===== src/rtl/vend_pkg.sv =====
// Shared types, widths, error bit positions and price table for the vending controller.
package vend_pkg;

  localparam int unsigned TYPE_W  = 3;
  localparam int unsigned QTY_W   = 4;
  localparam int unsigned MONEY_W = 7;
  localparam int unsigned COST_W  = 11;
  localparam int unsigned ERR_W   = 7;

  localparam int unsigned ERR_BAD_TYPE = 0;
  localparam int unsigned ERR_ZERO_QTY = 1;
  localparam int unsigned ERR_NO_STOCK = 2;
  localparam int unsigned ERR_NO_MONEY = 3;
  localparam int unsigned ERR_OVERFLOW = 4;

  typedef enum logic [2:0] {
    ST_IDLE   = 3'd0,
    ST_LOAD   = 3'd1,
    ST_CHECK  = 3'd2,
    ST_COMMIT = 3'd3,
    ST_DONE   = 3'd4
  } state_e;

  // Unit price per item type; zero marks a type that cannot be sold or stocked.
  function automatic logic [3:0] price_of(input logic [TYPE_W-1:0] t);
    case (t)
      3'd0:    price_of = 4'd5;
      3'd1:    price_of = 4'd10;
      3'd2:    price_of = 4'd3;
      3'd3:    price_of = 4'd7;
      3'd4:    price_of = 4'd12;
      3'd5:    price_of = 4'd2;
      default: price_of = 4'd0;
    endcase
  endfunction

endpackage


===== src/rtl/vend_rr_arb2.sv =====
// Two-requester round-robin arbiter: bit 0 = customer, bit 1 = operator.
module vend_rr_arb2 (
  input  logic       clk,
  input  logic       rst_n,
  input  logic [1:0] req,
  input  logic       advance,
  output logic [1:0] gnt
);

  logic last_op_q, last_op_d;

  // On a tie the requester that did not win last time is granted.
  always_comb begin
    gnt = req;
    if (req == 2'b11) begin
      gnt = last_op_q ? 2'b01 : 2'b10;
    end
  end

  // Pointer moves only when a grant is actually taken.
  always_comb begin
    last_op_d = last_op_q;
    if (advance && (|req)) begin
      last_op_d = gnt[1];
    end
  end

  // Pointer register; reset value means "customer was last", so operator wins the first tie.
  always_ff @(posedge clk or negedge rst_n) begin
    if (!rst_n) begin
      last_op_q <= 1'b0;
    end else begin
      last_op_q <= last_op_d;
    end
  end

endmodule


===== src/rtl/vend_txn_controller.sv =====
// Vending transaction controller: arbitrates purchase/restock requests and updates stock.
module vend_txn_controller
  import vend_pkg::*;
#(
  parameter int unsigned NUM_TYPES  = 8,
  parameter int unsigned STOCK_INIT = 5,
  parameter int unsigned STOCK_MAX  = 15
) (
  input  logic               clk,
  input  logic               rst_n,
  input  logic               cust_req,
  input  logic [TYPE_W-1:0]  cust_type,
  input  logic [QTY_W-1:0]   cust_qty,
  input  logic [MONEY_W-1:0] cust_money,
  output logic               cust_ack,
  input  logic               op_req,
  input  logic [TYPE_W-1:0]  op_type,
  input  logic [QTY_W-1:0]   op_qty,
  output logic               op_ack,
  output logic               dispense_valid,
  output logic [TYPE_W-1:0]  dispense_type,
  output logic [QTY_W-1:0]   dispense_qty,
  output logic [MONEY_W-1:0] change,
  output logic [ERR_W-1:0]   error,
  output logic               busy
);

  localparam logic [QTY_W-1:0] STOCK_INIT_V = QTY_W'(STOCK_INIT);
  localparam logic [QTY_W:0]   STOCK_MAX_V  = (QTY_W + 1)'(STOCK_MAX);

  state_e               state_q, state_d;
  logic                 is_op_q, is_op_d;
  logic [TYPE_W-1:0]    type_q, type_d;
  logic [QTY_W-1:0]     qty_q, qty_d;
  logic [MONEY_W-1:0]   money_q, money_d;
  logic [MONEY_W-1:0]   cost_lo_q, cost_lo_d;
  logic [ERR_W-1:0]     chk_err_q, chk_err_d;
  logic [QTY_W-1:0]     stock_q [NUM_TYPES];
  logic [QTY_W-1:0]     stock_d [NUM_TYPES];
  logic                 cust_ack_q, cust_ack_d;
  logic                 op_ack_q, op_ack_d;
  logic                 disp_valid_q, disp_valid_d;
  logic [TYPE_W-1:0]    disp_type_q, disp_type_d;
  logic [QTY_W-1:0]     disp_qty_q, disp_qty_d;
  logic [MONEY_W-1:0]   change_q, change_d;
  logic [ERR_W-1:0]     error_q, error_d;

  logic [1:0]           arb_gnt;
  logic [3:0]           price_w;
  logic [COST_W-1:0]    cost_w;
  logic [QTY_W-1:0]     stock_sel;
  logic [QTY_W:0]       restock_sum;
  logic                 type_ok;
  logic                 granted_req;

  vend_rr_arb2 u_arb (
    .clk     (clk),
    .rst_n   (rst_n),
    .req     ({op_req, cust_req}),
    .advance (state_q == ST_IDLE),
    .gnt     (arb_gnt)
  );

  // Cost and limit arithmetic on the latched request, consumed in CHECK.
  always_comb begin
    price_w     = price_of(type_q);
    cost_w      = COST_W'(price_w) * COST_W'(qty_q);
    stock_sel   = stock_q[type_q];
    restock_sum = {1'b0, stock_sel} + {1'b0, qty_q};
    type_ok     = (price_w != 4'd0);
    granted_req = is_op_q ? op_req : cust_req;
  end

  // Transaction sequencing, error evaluation and commit of stock/outputs.
  always_comb begin
    state_d      = state_q;
    is_op_d      = is_op_q;
    type_d       = type_q;
    qty_d        = qty_q;
    money_d      = money_q;
    cost_lo_d    = cost_lo_q;
    chk_err_d    = chk_err_q;
    stock_d      = stock_q;
    cust_ack_d   = cust_ack_q;
    op_ack_d     = op_ack_q;
    disp_valid_d = 1'b0;
    disp_type_d  = disp_type_q;
    disp_qty_d   = disp_qty_q;
    change_d     = change_q;
    error_d      = error_q;
    case (state_q)
      ST_IDLE: begin
        if (|arb_gnt) begin
          is_op_d = arb_gnt[1];
          state_d = ST_LOAD;
        end
      end
      ST_LOAD: begin
        type_d  = is_op_q ? op_type : cust_type;
        qty_d   = is_op_q ? op_qty  : cust_qty;
        money_d = is_op_q ? '0      : cust_money;
        state_d = ST_CHECK;
      end
      ST_CHECK: begin
        // Only the low bits are kept: change is computed solely when cost <= money.
        cost_lo_d = cost_w[MONEY_W-1:0];
        chk_err_d = '0;
        chk_err_d[ERR_BAD_TYPE] = !type_ok;
        chk_err_d[ERR_ZERO_QTY] = (qty_q == '0);
        chk_err_d[ERR_NO_STOCK] = type_ok && !is_op_q && (qty_q > stock_sel);
        chk_err_d[ERR_NO_MONEY] = type_ok && !is_op_q && (cost_w > COST_W'(money_q));
        chk_err_d[ERR_OVERFLOW] = type_ok &&  is_op_q && (restock_sum > STOCK_MAX_V);
        state_d   = ST_COMMIT;
      end
      ST_COMMIT: begin
        error_d = chk_err_q;
        if (is_op_q) begin
          change_d = '0;
          op_ack_d = 1'b1;
          if (chk_err_q == '0) begin
            stock_d[type_q] = restock_sum[QTY_W-1:0];
          end
        end else begin
          cust_ack_d = 1'b1;
          if (chk_err_q == '0) begin
            stock_d[type_q] = stock_sel - qty_q;
            disp_valid_d    = 1'b1;
            disp_type_d     = type_q;
            disp_qty_d      = qty_q;
            change_d        = money_q - cost_lo_q;
          end else begin
            change_d = money_q;
          end
        end
        state_d = ST_DONE;
      end
      ST_DONE: begin
        if (!granted_req) begin
          cust_ack_d = 1'b0;
          op_ack_d   = 1'b0;
          state_d    = ST_IDLE;
        end
      end
      default: state_d = ST_IDLE;
    endcase
  end

  // State, datapath and output registers; reset aborts any transaction in flight.
  always_ff @(posedge clk or negedge rst_n) begin
    if (!rst_n) begin
      state_q      <= ST_IDLE;
      is_op_q      <= 1'b0;
      type_q       <= '0;
      qty_q        <= '0;
      money_q      <= '0;
      cost_lo_q    <= '0;
      chk_err_q    <= '0;
      for (int unsigned i = 0; i < NUM_TYPES; i++) begin
        stock_q[i] <= STOCK_INIT_V;
      end
      cust_ack_q   <= 1'b0;
      op_ack_q     <= 1'b0;
      disp_valid_q <= 1'b0;
      disp_type_q  <= '0;
      disp_qty_q   <= '0;
      change_q     <= '0;
      error_q      <= '0;
    end else begin
      state_q      <= state_d;
      is_op_q      <= is_op_d;
      type_q       <= type_d;
      qty_q        <= qty_d;
      money_q      <= money_d;
      cost_lo_q    <= cost_lo_d;
      chk_err_q    <= chk_err_d;
      stock_q      <= stock_d;
      cust_ack_q   <= cust_ack_d;
      op_ack_q     <= op_ack_d;
      disp_valid_q <= disp_valid_d;
      disp_type_q  <= disp_type_d;
      disp_qty_q   <= disp_qty_d;
      change_q     <= change_d;
      error_q      <= error_d;
    end
  end

  assign cust_ack       = cust_ack_q;
  assign op_ack         = op_ack_q;
  assign dispense_valid = disp_valid_q;
  assign dispense_type  = disp_type_q;
  assign dispense_qty   = disp_qty_q;
  assign change         = change_q;
  assign error          = error_q;
  assign busy           = (state_q != ST_IDLE);

endmodule


===== config.mk =====
export PLATFORM = sky130hd
export DESIGN_NAME = vend_txn_controller
export DESIGN_NICKNAME = d
export VERILOG_FILES = /design/src/rtl/vend_pkg.sv /design/src/rtl/vend_rr_arb2.sv /design/src/rtl/vend_txn_controller.sv
export SDC_FILE = /design/constraint.sdc
export NUM_CORES = 1
export LEC_CHECK = 0
export CORE_UTILIZATION = 45
export CTS_CLUSTER_SIZE = 30
export DETAILED_ROUTE_END_ITERATION = 8
export PLACE_DENSITY = 0.66
export SLEW_MARGIN = 20
export SYNTH_ARGS = -nofsm -noshare
export SYNTH_HDL_FRONTEND = slang
export SYNTH_SLANG_ARGS = --single-unit

===== constraint.sdc =====
create_clock -name clk -period 5.6 [get_ports clk]
set_input_delay 0.56 -clock clk [delete_from_list [all_inputs] [get_ports clk]]
set_output_delay 0.56 -clock clk [all_outputs]
set_load 0.03 [all_outputs]

==> parameters.txt <==
Parameter                              Value

Timing
  Setup TNS    0 ns
  Rel. slew slack    38.02%
  RSZ-0062 raised after global routing    false
  Highest achievable clock rate    222.6 MHz
  Period utilisation layout    80.24%
  Clk_skew    0.01165 ns
  Measured slew at the worst slew-check pin    0.9212 ns
  Slew Limit Fails    0
  Hold Fails Final Rpt    0
  Final setup violation count    0
  Final period demand of the worst path    4.493 ns

Power and ir drop
  Clock network fraction of design power    11.4%
  Power Density    690.7 nW/um^2
  Maximum vdd ir drop    0.3274 mV
  Sw frac    46.25%
  Combinational cell fraction of total power    60.4%
  P_leak    2.529 nW
  Net switching power of the design    1.793 mW
  Internal power    2.084 mW
  Proportion of power drawn by flip-flops and latches    28.2%

Yosys
  Fraction of registers with async set or reset after synthesis    100.0%
  Syn Std Cell Area    4821 um^2
  Synthesized instance count    469
  Seq cells post-synth    84
  Number of enable-type register cells in the synthesized netlist    0
  Count of unique library cells instantiated by Yosys    53
  Share of synthesized cell area in full adder, half adder and majority cells    11.47%
  Fraction of the mapped netlist area in compound gates    13.18%
  Share of synthesized area occupied by flip-flops and latches    44.02%
  Primary flip-flop cell chosen by synthesis mapping    dfrtp_1
  Average footprint of a synthesized cell    10.28 um^2
  Fraction of synthesized area in multiplexers    12.12%
  Count of yosys warnings during synthesis    0
  Simple-gate area share of the yosys netlist    13.08%
  Xor/xnor cell area share of the yosys netlist    1.272%
  Largest family of logic cells by synthesized area    compound AO/OA/AOI/OAI gates

Setup path
  Worst EP arrival    4.74 ns
  Startpoint type of the worst setup path    register
  Critical-path maximum fanout    20
  Kind of end point of the critical path    register
  Worst EP required    5.85 ns
  Startpoint-to-endpoint class of the critical path    reg -> reg

Floorplanning
  I/O Pins    50
  Placeable core region    10370 um^2
  Site row count    37
  Die width    105.5 um
  Area enclosed by the die boundary    11130 um^2
  Die Ht    105.5 um
  Initial core utilization    46.49%

Placed design
  Number of port buffers    47
  Cell area after placement    5405 um^2
  Half-perimeter wire length after placement    7.676 mm
  Final weighted congestion of routability-driven global placement    0.8450

Final layout
  Nets    577
  Most common library cell in the layout ignoring fill and taps    dfrtp_1
  Number of antenna repair diodes    0
  Ratio of cells with drive above 1 in the final layout    14.70%
  Area Growth Syn to Fin    16.43%
  Area of all placed cells without fillers    5613 um^2
  Filler instances    945
  Commonest cells after routing, fill and taps aside    68 x dfrtp_1, 50 x nand2_1, 46 x clkdlybuf4s50_1

Clocking
  Number of buffers on the longest clock path    2
  Clock tree from TritonCTS    done
  Root Buffer Master    clkbuf_8
  Number of buffers created by CTS    9
  Post-CTS setup buffer count    0
  Post-CTS resize count    0
  Clk slew on worst S/H paths    0.09 ns
  H-Tree Level Count    3
  Count of clock tree sinks    84
  Number of hold buffers added after CTS    0
  Worst-Skew Late Latency    0.37 ns

Outcome
  Outcome    finished clean

Drt
  Avg WL per Cell    16.46 um
  First DRT Iteration DRCs    151
  Post-route antenna net violation count    0
  DRC errors left    0
  Via density per instance    5.519
  Routed wire length    10.75 mm
  Total via count in the routed design    3604
  Number of search-and-repair iterations in the first detailed-routing pass    4

GRT
  Maximum number of pins on one net before global-route repair    85
  Wire length of the first global-routing pass    18.22 mm
  Antenna violations before repair    0
  Global-route usage over all layers    21.04%
  Grt total ovfl    0
  Via count of the first global-routing pass    3713

Flow run
  Max-capacitance violation count    0

Hold path
  Tightest Hold Check Type    in -> async
## power by group through the flow
stage | Combinational [mW] | Clock [mW] | Sequential, mW
after floorplan | 1.67 | 0 | 1.14
after global placement | 2.27 | 0 | 1.10
after detailed placement | 2.34 | 0 | 1.10
after CTS | 2.35 | 0.452 | 1.09
after global routing | 2.65 | 0.480 | 1.13
final | 2.34 | 0.441 | 1.09
## sequential cells by signal (all words and copies together), names as in the netlist
name / cells
money_q: 7
cost_lo_q: 7
chk_err_q: 5
cust_ack: 1
state_q: 3
dispense_qty: 4
op_ack: 1
type_q: 3
stock_q: 32
dispense_type: 3
error: 5
qty_q: 4
change: 7
dispense_valid: 1
is_op_q: 1
## synth_stat cells (6+ instances only)
cell | n | share of area, %
ha_1 | 33 | 8.6
dfstp_2 | 16 | 8.7
and2_1 | 7 | 0.91
nand2_1 | 50 | 3.9
o21ai_0 | 45 | 4.7
nor3_1 | 6 | 0.62
nand3_1 | 11 | 1.1
o31ai_1 | 10 | 1.6
mux4_2 | 8 | 3.7
or4_1 | 6 | 0.93
dfrtp_1 | 68 | 35
mux2i_1 | 10 | 2.1
nor2_1 | 22 | 1.7
mux2_2 | 26 | 6.1
fa_1 | 7 | 2.9
a21oi_1 | 21 | 2.2
inv_1 | 35 | 2.7
clkbuf_1 | 14 | 1.1
## worst max-delay path, cell delays in order, from the launching register on
cell and delay [ns]:
dfrtp_1 0.33, buf_4 0.27, inv_1 0.15, or3_1 0.32, o21ai_0 0.16, nand2_1 0.12, fa_1 0.49, inv_1 0.05
fa_1 0.50, ha_1 0.33, a21o_1 0.18, a211oi_1 0.28, nor2_1 0.11, ha_1 0.30, a21o_1 0.16, a21oi_1 0.17
a21oi_1 0.10, a211oi_1 0.22, o21ai_0 0.12
## cell type report
cell class | count | area, um^2 | area share, %
Sequential cell | 84 | 2122 | 37.81
Tap cell | 136 | 170.2 | 3.032
Timing Repair Buffer | 52 | 509.2 | 9.073
Multi-Input combinational cell | 329 | 2472 | 44.05
Clock inverter | 5 | 41.29 | 0.7356
Clock buffer | 11 | 162.7 | 2.898
Inverter | 36 | 135.1 | 2.407
## logic make-up after synthesis
kind of cell | after synthesis
compound gates | 106
xor+xnor | 7
mux | 45
fa+ha+maj | 40
buf+inv | 57
other cells | 1
flops | 84
simple gates | 129
## through the flow
| stage | power, mW | utilization (%) | hold slack, ns | cells | setup slack, ns |
|---|---|---|---|---|---|
| floorplan | 2.810 | - | 0.2644 | 470 | 1.440 |
| global placement | 3.364 | 52.12 | 0.4585 | 637 | 1.311 |
| detailed placement | 3.438 | 52.12 | 0.4681 | 637 | 1.149 |
| CTS | 3.894 | 54.09 | 0.4248 | 653 | 1.116 |
| global route | 4.263 | 54.13 | 0.2894 | 653 | 0.6148 |
| finish | 3.877 | 54.13 | 0.2025 | 653 | 1.107 |
## routing by layer
layer / part of all wire, % / GRT usage, % / wire length, um
met1: 48 / 28.96 / 5168
met2: 46 / 34.07 / 4969
met3: 3.9 / 2.474 / 424
met4: 1.7 / 8.234 / 187
met5: 0 / 0 / 0
## path summary, 6_finish.rpt
kind	from	to	slack, ns	depth (start not counted)
min in group clk	stock_q[16]$_DFFE_PN1P_	stock_q[16]$_DFFE_PN1P_	0.48	2
max	type_q[0]$_DFFE_PN0P_	chk_err_q[3]$_DFFE_PN0P_	1.11	18
max reg2reg	type_q[0]$_DFFE_PN0P_	chk_err_q[3]$_DFFE_PN0P_	1.11	18
max in group asynchronous	rst_n	dispense_type[1]$_DFFE_PN0P_	4.80	1
min	rst_n	money_q[5]$_DFFE_PN0P_	0.20	1
min reg2reg	stock_q[16]$_DFFE_PN1P_	stock_q[16]$_DFFE_PN1P_	0.48	2
(Power assumes the default switching activity.)
==> edit, RTL diff (same settings) <==
Make the reset (`rst_n`) synchronous in 2 clocked blocks.
--- a/src/rtl/vend_rr_arb2.sv
+++ b/src/rtl/vend_rr_arb2.sv
@@ -28,3 +28,3 @@
   // Pointer register; reset value means "customer was last", so operator wins the first tie.
-  always_ff @(posedge clk or negedge rst_n) begin
+  always_ff @(posedge clk) begin
     if (!rst_n) begin
--- a/src/rtl/vend_txn_controller.sv
+++ b/src/rtl/vend_txn_controller.sv
@@ -148,3 +148,3 @@
   // State, datapath and output registers; reset aborts any transaction in flight.
-  always_ff @(posedge clk or negedge rst_n) begin
+  always_ff @(posedge clk) begin
     if (!rst_n) begin
Formal check against the unedited RTL: differs if rst_n is asserted again (counterexample within 4 cycles, from zero or initial values and one cycle with rst_n low); with rst_n held inactive, the same outputs for 4 cycles.
==> edit against the original RTL <==
Hold slack gained 0.26 ns; die area shrank 4.9%; cell area shrank 5.4%; synthesized area shrank 5.0%; sequential cell count is the same; worst setup slack gained 0.29 ns; first-iteration DRC count grew 11%; wire length grew 5.0%; synthesized cell count grew 12%; largest cell class unchanged; highest routed layer unchanged.
Power is not compared: it rests on default switching activity, and its combinational part moved more than twofold at a synthesized area within 25%.
==> edit: results (changes against the original RTL) <==
pin count of the biggest net entering global routing=37 (-56%); flip-flop count of the largest register after layout=32 (unchanged); top-area cell type share of the netlist area=36.7% (+1.4 points); worst hold path class=reg2reg; CTS Root Cell=clkbuf_8; run status=completed; H-tree Lvls=3 (unchanged); Ant. Diodes=0 (unchanged); Post-CTS Setup Inserts=0 (unchanged); DR pass1 iterations=4 (unchanged); Worst-path clk slew=0.09 ns (about the same); overall routed net length=11300 um (+5.0%); worst clock skew=0.00849 ns (-0.00316 ns); Synth area leaders=dfxtp_1 (37%), ha_1 (9.0%), nand2_1 (6.3%); post-placement setup slack=1.43 ns (+0.279 ns); final layout net count=622 (+7.8%); Synth cell types=48 (-9.4%); CTS Buf Count=9 (unchanged); CTS max path bufs=2 (unchanged); DR vias=3856 (+7.0%); crit-path max FO=21 (+5.0%); initial antenna violation count=0 (unchanged); CP Data Arrival Time=4.45 ns (-0.29 ns); DR iter-0 viols=168 (+11%); vias in the first global route=3704 (-0.24%); ys async rst share=0% (-100 points); Layout fillers=944 (-0.11%); GPL Wtd Cong=0.848 (+0.30%); Total Routing Usage GR=23.0% (+2.0 points); worst ir drop on vdd=0.131 mV; first-pass GRT wire length=18300 um (+0.31%); post-DP HPWL=8240 um (+7.3%); Pleak=2.10 nW; fraction of layout cells with a size suffix above 1=8.19% (-6.5 points); sequential area share after synthesis=36.7% (-7.3 points); Clock Latency Late Sink=0.37 ns (about the same); Port-buffer cells=47 (unchanged); Reg with most FFs=stock_q; Post-synth top cells=dfxtp_1 (84), nand2_1 (77), a21oi_1 (47); Resized cells post-CTS=0 (unchanged); synth warn=0 (unchanged); slew margin rel.=44.8% (+6.8 points)
## edit: kinds of logic after synthesis
family / share of synthesized area [%]
and+or+nand+nor: 17.9
AOI/OAI and AO/OA: 17.0
DFF: 36.7
buffers and inverters: 5.54
adders and majority gates: 12.1
muxes: 8.41
xor gates and xnor gates: 2.29
other: 0.0818
## edit: critical path: stages, from the launching register on
cell and delay [ns]:
dfxtp_1 0.32, buf_4 0.26, nor2_1 0.12, a21oi_1 0.28, nand2_1 0.13, fa_1 0.50
fa_1 0.55, inv_1 0.07, ha_1 0.29, a21o_1 0.17, a21oi_1 0.20, xnor2_1 0.19
ha_1 0.29, o21a_1 0.12, o21a_1 0.16, o22ai_1 0.14, a21oi_1 0.05, o21ai_0 0.14
a21oi_1 0.08
## edit: layout make-up
cell class / instances / area share (%)
Multi-Input combinational cell: 380 / 50.1
Inverter: 28 / 1.98
Clock inverter: 6 / 0.872
Sequential cell: 84 / 31.7
Timing Repair Buffer: 54 / 9.85
Tap cell: 133 / 3.13
Clock buffer: 10 / 2.40
## edit: per-layer routing
layer  part of all wire [%]  wire length (um)  global-route usage, %  vias to the layer above
met5                      0                 0                      0                        -
met4                    2.8               315                   9.97                        0
met3                    5.0               563                   5.15                       29
met1                     45              5090                   29.7                     1806
li1                       -                 -                      -                     1906
met2                     47              5320                   37.1                      115
## edit: report_power, final
part	internal (W)	switching, W
logic	0.000164	0.000237
registers	0.000621	0.0000335
clock network	0.000165	0.000242
## edit: worst paths after layout
kind,to,from,slack (ns),cells past startpoint
max,chk_err_q[3],type_q[1],1.40,18
min,cost_lo_q[2],cost_lo_q[2],0.46,2
max reg2reg,chk_err_q[3],type_q[1],1.40,18
min reg2reg,cost_lo_q[2],cost_lo_q[2],0.46,2
## edit: through the flow
stage / instances / instance area [um2] / utilization (%)
detailed placement: 679 / 5140 / 52.3
CTS: 695 / 5310 / 54.1
finish: 695 / 5310 / 54.1
floorplan: 528 / 4590 / -
global placement: 679 / 5130 / 52.3
global route: 695 / 5310 / 54.1
